--- src/rtl/atm_display_pkg.sv ---
// Shared constants and types for the ATM display path.
// The binary-to-BCD converter and its digit-correction cell use this package.
package atm_display_pkg;

  localparam int         BCD_DIGIT_W = 4;
  localparam logic [3:0] BCD_NINE    = 4'd9;

  typedef enum logic {
    IDLE  = 1'b0,
    SHIFT = 1'b1
  } state_t;

  // Largest value representable with the given number of decimal digits.
  function automatic longint unsigned max_val(input int digits);
    longint unsigned p;
    p = 1;
    for (int i = 0; i < digits; i++) begin
      p = p * 10;
    end
    return p - 1;
  endfunction

endpackage

--- src/rtl/bcd_digit_adjust.sv ---
// Double-dabble correction for one BCD digit: add 3 when the digit is 5 or more.
// This keeps the digit in decimal range after the following left shift.
module bcd_digit_adjust
  import atm_display_pkg::*;
(
  input  logic [BCD_DIGIT_W-1:0] digit,
  output logic [BCD_DIGIT_W-1:0] adjusted
);

  assign adjusted = (digit >= 4'd5) ? digit + 4'd3 : digit;

endmodule

--- src/rtl/binary_to_bcd_converter.sv ---
// Sequential double-dabble converter with a start/busy/done handshake.
// Results above the display range saturate to all nines and raise overflow.
module binary_to_bcd_converter
  import atm_display_pkg::*;
#(
  parameter int BIN_W  = 14,
  parameter int DIGITS = 4
) (
  input  logic                         clk,
  input  logic                         rst_n,
  input  logic                         start,
  input  logic [BIN_W-1:0]             bin_in,
  output logic                         busy,
  output logic                         done,
  output logic [BCD_DIGIT_W*DIGITS-1:0] bcd_out,
  output logic                         overflow
);

  localparam int              BCD_W   = BCD_DIGIT_W * DIGITS;
  localparam int              CNT_W   = (BIN_W > 1) ? $clog2(BIN_W) : 1;
  localparam logic [CNT_W-1:0] LAST   = CNT_W'(BIN_W - 1);
  localparam longint unsigned MAX_VAL = max_val(DIGITS);
  localparam logic [BCD_W-1:0] SAT    = {DIGITS{BCD_NINE}};

  state_t           state;
  logic [BIN_W-1:0] shreg;
  logic [BCD_W-1:0] scratch;
  logic [CNT_W-1:0] cnt;
  logic             ovf_flag;

  logic [BCD_W-1:0] adjusted;
  logic [BCD_W-1:0] shifted;

  for (genvar d = 0; d < DIGITS; d++) begin : g_adjust
    bcd_digit_adjust u_adjust (
      .digit    (scratch [d*BCD_DIGIT_W +: BCD_DIGIT_W]),
      .adjusted (adjusted[d*BCD_DIGIT_W +: BCD_DIGIT_W])
    );
  end

  // The corrected scratch's top bit falls off here; saturation covers overflow.
  assign shifted = (adjusted << 1) | BCD_W'(shreg[BIN_W-1]);

  // NOTE: state uses non-blocking assignments so every register samples
  // pre-edge values, e.g. the final write of bcd_out sees the same
  // shifted value that scratch captures on that edge.
  always_ff @(posedge clk or negedge rst_n) begin
    if (!rst_n) begin
      state    <= IDLE;
      shreg    <= '0;
      scratch  <= '0;
      cnt      <= '0;
      ovf_flag <= 1'b0;
      busy     <= 1'b0;
      done     <= 1'b0;
      bcd_out  <= '0;
      overflow <= 1'b0;
    end else begin
      done <= 1'b0;
      case (state)
        IDLE: begin
          if (start) begin
            shreg    <= bin_in;
            scratch  <= '0;
            cnt      <= '0;
            ovf_flag <= (64'(bin_in) > MAX_VAL);
            busy     <= 1'b1;
            state    <= SHIFT;
          end
        end
        SHIFT: begin
          scratch <= shifted;
          shreg   <= shreg << 1;
          cnt     <= cnt + 1'b1;
          if (cnt == LAST) begin
            bcd_out  <= ovf_flag ? SAT : shifted;
            overflow <= ovf_flag;
            done     <= 1'b1;
            busy     <= 1'b0;
            state    <= IDLE;
          end
        end
        default: state <= IDLE;
      endcase
    end
  end

endmodule

--- config.mk ---
export PLATFORM = sky130hd
export DESIGN_NAME = binary_to_bcd_converter
export DESIGN_NICKNAME = d
export VERILOG_FILES = /design/src/rtl/atm_display_pkg.sv /design/src/rtl/bcd_digit_adjust.sv /design/src/rtl/binary_to_bcd_converter.sv
export SDC_FILE = /design/constraint.sdc
export NUM_CORES = 1
export LEC_CHECK = 0
export ABC_AREA = 1
export CAP_MARGIN = 20
export CORE_MARGIN = 5
export CORE_UTILIZATION = 44
export DETAILED_ROUTE_END_ITERATION = 7
export MAX_ROUTING_LAYER = met4
export PLACE_DENSITY = 0.69
export SYNTH_ARGS = -nofsm -noshare
export SYNTH_HDL_FRONTEND = slang
export SYNTH_HIERARCHICAL = 1
export SYNTH_SLANG_ARGS = --single-unit
--- constraint.sdc ---
create_clock -name clk -period 1.2 [get_ports clk]
set_input_delay 0.12 -clock clk [delete_from_list [all_inputs] [get_ports clk]]
set_output_delay 0.12 -clock clk [all_outputs]
set_load 0.005 [all_outputs]
==> results by group, run 1 <==
Clocking
  • Max H-tree Level: 2
  • Clk slew on worst S/H paths: 110 ps
  • Clock Sinks: 55
  • Root buffer cell: clkbuf_8
  • CTS tree: built
  • Clk_lat worst skew: 310 ps
  • CTS Buffer Depth: 2
  • TritonCTS Buffers: 5

Timing
  • Tcrit/Tclk final: 112%
  • Final WS setup: -145 ps
  • RSZ-0062 raised after global routing: yes
  • Setup TNS: -3920 ps
  • Worst Tran Pin Value: 437 ps
  • Final min period: 1350 ps
  • Final setup vio count: 49
  • Fmax: 743 MHz
  • Max Slew Vio Count: 0
  • Slew Limit Headroom: 70.8%
  • Final hold viol count: 0
  • Clock Skew: 9.72 ps

Route
  • Vias per inst: 4.99
  • Post-Route WL: 6730 um
  • DRC: 0
  • Routed WL per cell: 14.2 um
  • Initial DRT Pass Iterations: 4
  • DR iter-0 viols: 112
  • Via count: 2366
  • DRT antenna net count: 0

Power
  • Comb power frac: 57.3%
  • Internal cell power: 0.00597 W
  • Clock power frac: 10.4%
  • Post-layout power: 0.0105 W
  • Leak pwr: 1.89 nW
  • Seq pwr share: 32.4%
  • Sw Share: 43.0%
  • Peak supply drop: 1.06 mV
  • Total power per unit cell area: 2660 nW/um^2
  • Sw Pwr: 0.00450 W

Placement
  • HPWL after DPL: 4090 um
  • PortBufs: 35
  • Area post-placement: 3400 um^2
  • Place WS: -117 ps
  • RePlAce Congestion: 0.877

Floorplanning
  • Die width: 88.9 um
  • Core Footprint: 5990 um^2
  • Row cnt: 28
  • Die area: 7900 um^2
  • I/O pins: 36
  • Starting density of the core: 45.7%
  • Die Y: 88.9 um

Critical path
  • Critical Path Source: scratch[9]
  • R2r setup slk: -150 ps
  • Highest net fanout along the worst path: 4
  • Crit path capture type: flip-flop
  • End of the critical path: bcd_out[9]
  • Required time of the critical path: 1450 ps
  • CP Data Arrival Time: 1600 ps
  • Worst r2r dst: bcd_out[9]
  • Worst r2r src: scratch[9]
  • Reg2Reg Depth: 9
  • Startpoint types: flip-flop
  • Crit Path Class: flip-flop to flip-flop

Global routing
  • Number of global-route vias before repair: 2234
  • Initial antenna violation count: 0
  • Largest net degree at the start of global routing: 56
  • Grt ovf: 0
  • First-pass GRT wire length: 10100 um
  • GRT Util Overall: 16.9%

Finish
  • Nets@finish: 425
  • Synth-to-Final Area Change: 43.9%
  • Fin area: 3940 um^2
  • # diodes: 0
  • Share of cells above drive strength 1: 37.8%
  • Final core area utilization: 65.8%

Status
  • Status: finished with violations
  • Violated checks: setup timing

Yosys
  • Synth warn: 6
  • Mapped Area: 2740 um^2
  • Mean area per synthesized cell: 8.53 um^2
  • Synthesized Nets: 348
  • Gate Count Post-Synth: 321

Flow run
  • Max Cap Viol: 0

Min path
  • Worst min path class: input port to asynchronous set/reset pin
## power by group through the flow
stage | Combinational, W | Sequential (W) | Clock [W]
final | 0.00599 | 0.00339 | 0.00108
after global routing | 0.00665 | 0.00350 | 0.00116
after CTS | 0.00494 | 0.00332 | 0.00109
after detailed placement | 0.00481 | 0.00336 | 0
after global placement | 0.00467 | 0.00334 | 0
after floorplan | 0.00304 | 0.00329 | 0
## registers in the layout, summed over array words and instances, names as in the netlist
register and cells:
ovf_flag 1, state 1, scratch 16, done 1, overflow 1, busy 1
shreg 14, cnt 4, bcd_out 16
## per-stage QoR
step / hold WS, ps / std cells
after floorplan: -176 / 321
after global placement: 141 / 446
after detailed placement: 143 / 446
after CTS: 331 / 462
after global routing: 354 / 474
final: 329 / 474
## per-layer routing
| metal | GRT usage (%) | vias to the layer above | share of wire [%] |
|---|---|---|---|
| li1 | - | 1168 | - |
| met1 | 21.0 | 1133 | 43 |
| met2 | 29.1 | 57 | 51 |
| met3 | 2.21 | 8 | 5.1 |
| met4 | 4.53 | 0 | 0.98 |
| met5 | - | - | 0 |
## timing repair
item,in CTS,in global routing
buffers inserted,7,6
setup endpoints to repair,53,39
gates cloned,0,6
resized for setup,38,73
pin swaps,28,34
hold endpoints to repair,55,0
hold buffers,1,0
## area by class of cell
cell class	count	area, um^2
sequential	55	1380
multi-input combinational	225	1510
clock buffer	6	72.6
tap	75	93.8
clock inverter	2	16.3
timing repair buffer	78	743
inverter	33	128
fill	505	2050
## critical path, cell delays in order (launching register included)
cell and delay, ps:
dfrtp_1 400, inv_2 90, ha_4 160, nand2_2 60
nand2_2 70, nor2_4 170, nand2_1 80, nand2_1 90
inv_2 50, o21ai_2 110
## worst min-delay path by stage
stage | start | end | slack [ps] | depth (start not counted)
3_5_place_dp | rst_n | bcd_out[7] | 140 | 2
4_1_cts | bin_in[1] | shreg[1] | 330 | 3
5_1_grt | bin_in[1] | shreg[1] | 350 | 3
2_1_floorplan | rst_n | bcd_out[0] | -180 | 0
3_3_place_gp | rst_n | bcd_out[7] | 140 | 2
6_report | rst_n | scratch[7] | 330 | 3
## layout by cell type, fill, tap and decap left out, types with 3 or more instances in the layout
cell / count
nand2_1: 74
dfrtp_1: 53
buf_4: 33
nor2_1: 31
nand2_2: 19
dlygate4sd2_1: 19
inv_2: 18
nor2_4: 15
clkdlybuf4s50_1: 15
inv_1: 14
o21ai_2: 13
o21ai_1: 11
nor2_2: 8
nand3_1: 8
a22o_1: 8
ha_4: 8
o21ai_0: 6
nand2_4: 5
nand3_2: 5
clkbuf_8: 5
buf_12: 4
buf_6: 3
(Power assumes the default switching activity.)
==> inputs of run 2 (changes only) <==
==> constraint.sdc (replaced) <==
create_clock -name clk -period 1.2 [get_ports clk]
set_input_delay 0.12 -clock clk [delete_from_list [all_inputs] [get_ports clk]]
set_output_delay 0.12 -clock clk [all_outputs]
set_load 0.05 [all_outputs]
==> results by group, run 2 (synthesis results as in run 1) <==
Status
  • Status: finished with violations
  • Violated checks: setup timing

Power
  • Clock power frac: 9.6%
  • Sw Pwr: 0.00558 W
  • Total power per unit cell area: 3020 nW/um^2
  • Comb power frac: 61.5%
  • Sw Share: 44.7%
  • Internal cell power: 0.00690 W
  • Seq pwr share: 28.8%
  • Peak supply drop: 2.03 mV
  • Leak pwr: 1.92 nW

Timing
  • Setup TNS: -3250 ps
  • Max Slew Vio Count: 0
  • RSZ-0062 raised after global routing: yes
  • Clock Skew: 8.18 ps
  • Slew Limit Headroom: 69.2%
  • Tcrit/Tclk final: 113%
  • Fmax: 736 MHz
  • Final hold viol count: 0
  • Final setup vio count: 37
  • Worst hold slack: 290 ps
  • Worst Tran Pin Value: 461 ps
  • Final WS setup: -159 ps
  • Final min period: 1360 ps

Placement
  • Place WS: -97.2 ps
  • Cells after DPL: 445
  • RePlAce Congestion: 0.817
  • HPWL after DPL: 4240 um
  • PortBufs: 35

Clocking
  • CTS Buffer Depth: 2
  • Clk slew on worst S/H paths: 90 ps
  • Root buffer cell: clkbuf_8
  • Clock Sinks: 55
  • TritonCTS Buffers: 5
  • Clk_lat worst skew: 310 ps
  • CTS tree: built
  • Max H-tree Level: 2

Route
  • DRT antenna net count: 0
  • Via count: 2365
  • Initial DRT Pass Iterations: 4
  • Routed WL per cell: 14.1 um
  • DRC: 0
  • Vias per inst: 5.05
  • Post-Route WL: 6580 um
  • DR iter-0 viols: 104

Critical path
  • R2r setup slk: -160 ps
  • Highest net fanout along the worst path: 8
  • CP Data Arrival Time: 1550 ps
  • Crit Path Class: flip-flop to flip-flop
  • Startpoint types: flip-flop
  • Crit path capture type: flip-flop
  • Required time of the critical path: 1390 ps

Finish
  • FF+latch area: 1380 um^2
  • Share of cells above drive strength 1: 42.0%
  • Synth-to-Final Area Change: 50.9%
  • Most common cell after layout, fill and taps aside: nand2_1
  • Final core area utilization: 69.0%
  • # diodes: 0
  • Fillers: 445
  • Non-Filler Instances: 468
  • Top flop regs: bcd_out: 16 flops, scratch: 16 flops, shreg: 14 flops
  • Nets@finish: 420
  • Area of the multi-input gates: 1490 um^2
  • Most frequent cells in the layout: nand2_1 (71), dfrtp_1 (53), nor2_1 (30)

Global routing
  • Largest net degree at the start of global routing: 26
  • GRT Util Overall: 17.8%
  • Initial antenna violation count: 0
  • Grt ovf: 0
  • First-pass GRT wire length: 10700 um
  • Met3 GRT Util: 3.13%
  • Routing usage on met1: 22.1%
  • Top Usage Layer GRT: met2
  • Met2 Resource Use GR: 29.9%
  • Number of global-route vias before repair: 2337

Floorplanning
  • Die area: 7900 um^2
  • Die Y: 88.9 um
  • I/O pins: 36
  • Core Footprint: 5990 um^2
  • Row cnt: 28
  • Die width: 88.9 um
  • Starting density of the core: 45.7%

Flow run
  • Max Cap Viol: 0

Min path
  • Worst min path class: input port to asynchronous set/reset pin
-- run 2: cell types whose count changed in the layout (fill, tap and decap cells not counted), sizes merged --
cell | previous run | this run
clkinvlp | 2 | 1
dlygate4sd2 | 19 | 0
inv | 33 | 32
bufinv | 0 | 1
buf | 41 | 55
-- run 2: stage by stage --
stage                     power, W  cell area [um^2]
after floorplan            0.00734              2800
after detailed placement   0.00995              3600
final                       0.0125              4130
after global placement     0.00978              3600
after CTS                   0.0116              3860
after global routing        0.0133              4130
-- run 2: path summary, 6_finish.rpt --
path	startpoint	endpoint	cells after the start
worst max register to register	cnt[1]	bcd_out[14]	7
min in group clk	bin_in[1]	shreg[1]	3
worst min register to register	shreg[0]	shreg[0]	2
max in group asynchronous	rst_n	state	3
worst min-delay path	rst_n	bcd_out[7]	2
worst max-delay path	cnt[1]	bcd_out[14]	7
-- run 2: layout make-up --
class                      count  area share, %
tap                           75           2.27
timing repair buffer          73           22.7
clock buffer                   6           1.76
sequential                    55           33.4
multi-input combinational    225           36.1
clock inverter                 1          0.727
inverter                      33           3.09
-- run 2: critical path, cell delays in order (launching register included) --
cell and delay, ps:
dfrtp_1 400, inv_2 70, ha_4 130, nand2_4 60, nor2_8 180, clkinvlp_4 220
nand2_1 110, o21ai_1 70
-- run 2: power by group through the flow --
stage | Clock (W) | Sequential (W) | Combinational [W]
finish | 0.00120 | 0.00360 | 0.00768
global route | 0.00129 | 0.00371 | 0.00831
CTS | 0.00123 | 0.00351 | 0.00688
detailed placement | 0 | 0.00352 | 0.00643
global placement | 0 | 0.00350 | 0.00628
floorplan | 0 | 0.00430 | 0.00304
-- run 2: metal layers --
| metal | wire, um | vias to the layer above | share of wire (%) |
|---|---|---|---|
| met1 | 2850 | 1130 | 43 |
| met2 | 3290 | 64 | 50 |
| met5 | 0 | - | 0 |
| met3 | 291 | 14 | 4.4 |
| met4 | 150 | 0 | 2.3 |
| li1 | - | 1157 | - |
-- run 2: repair_timing --
item / in CTS / in global routing
gates cloned: 2 / 2
pin swaps: 18 / 34
setup endpoints to repair: 33 / 42
buffers inserted: 7 / 6
hold buffers: 1 / 0
gates resized for setup: 28 / 66
hold endpoints to repair: 16 / 0
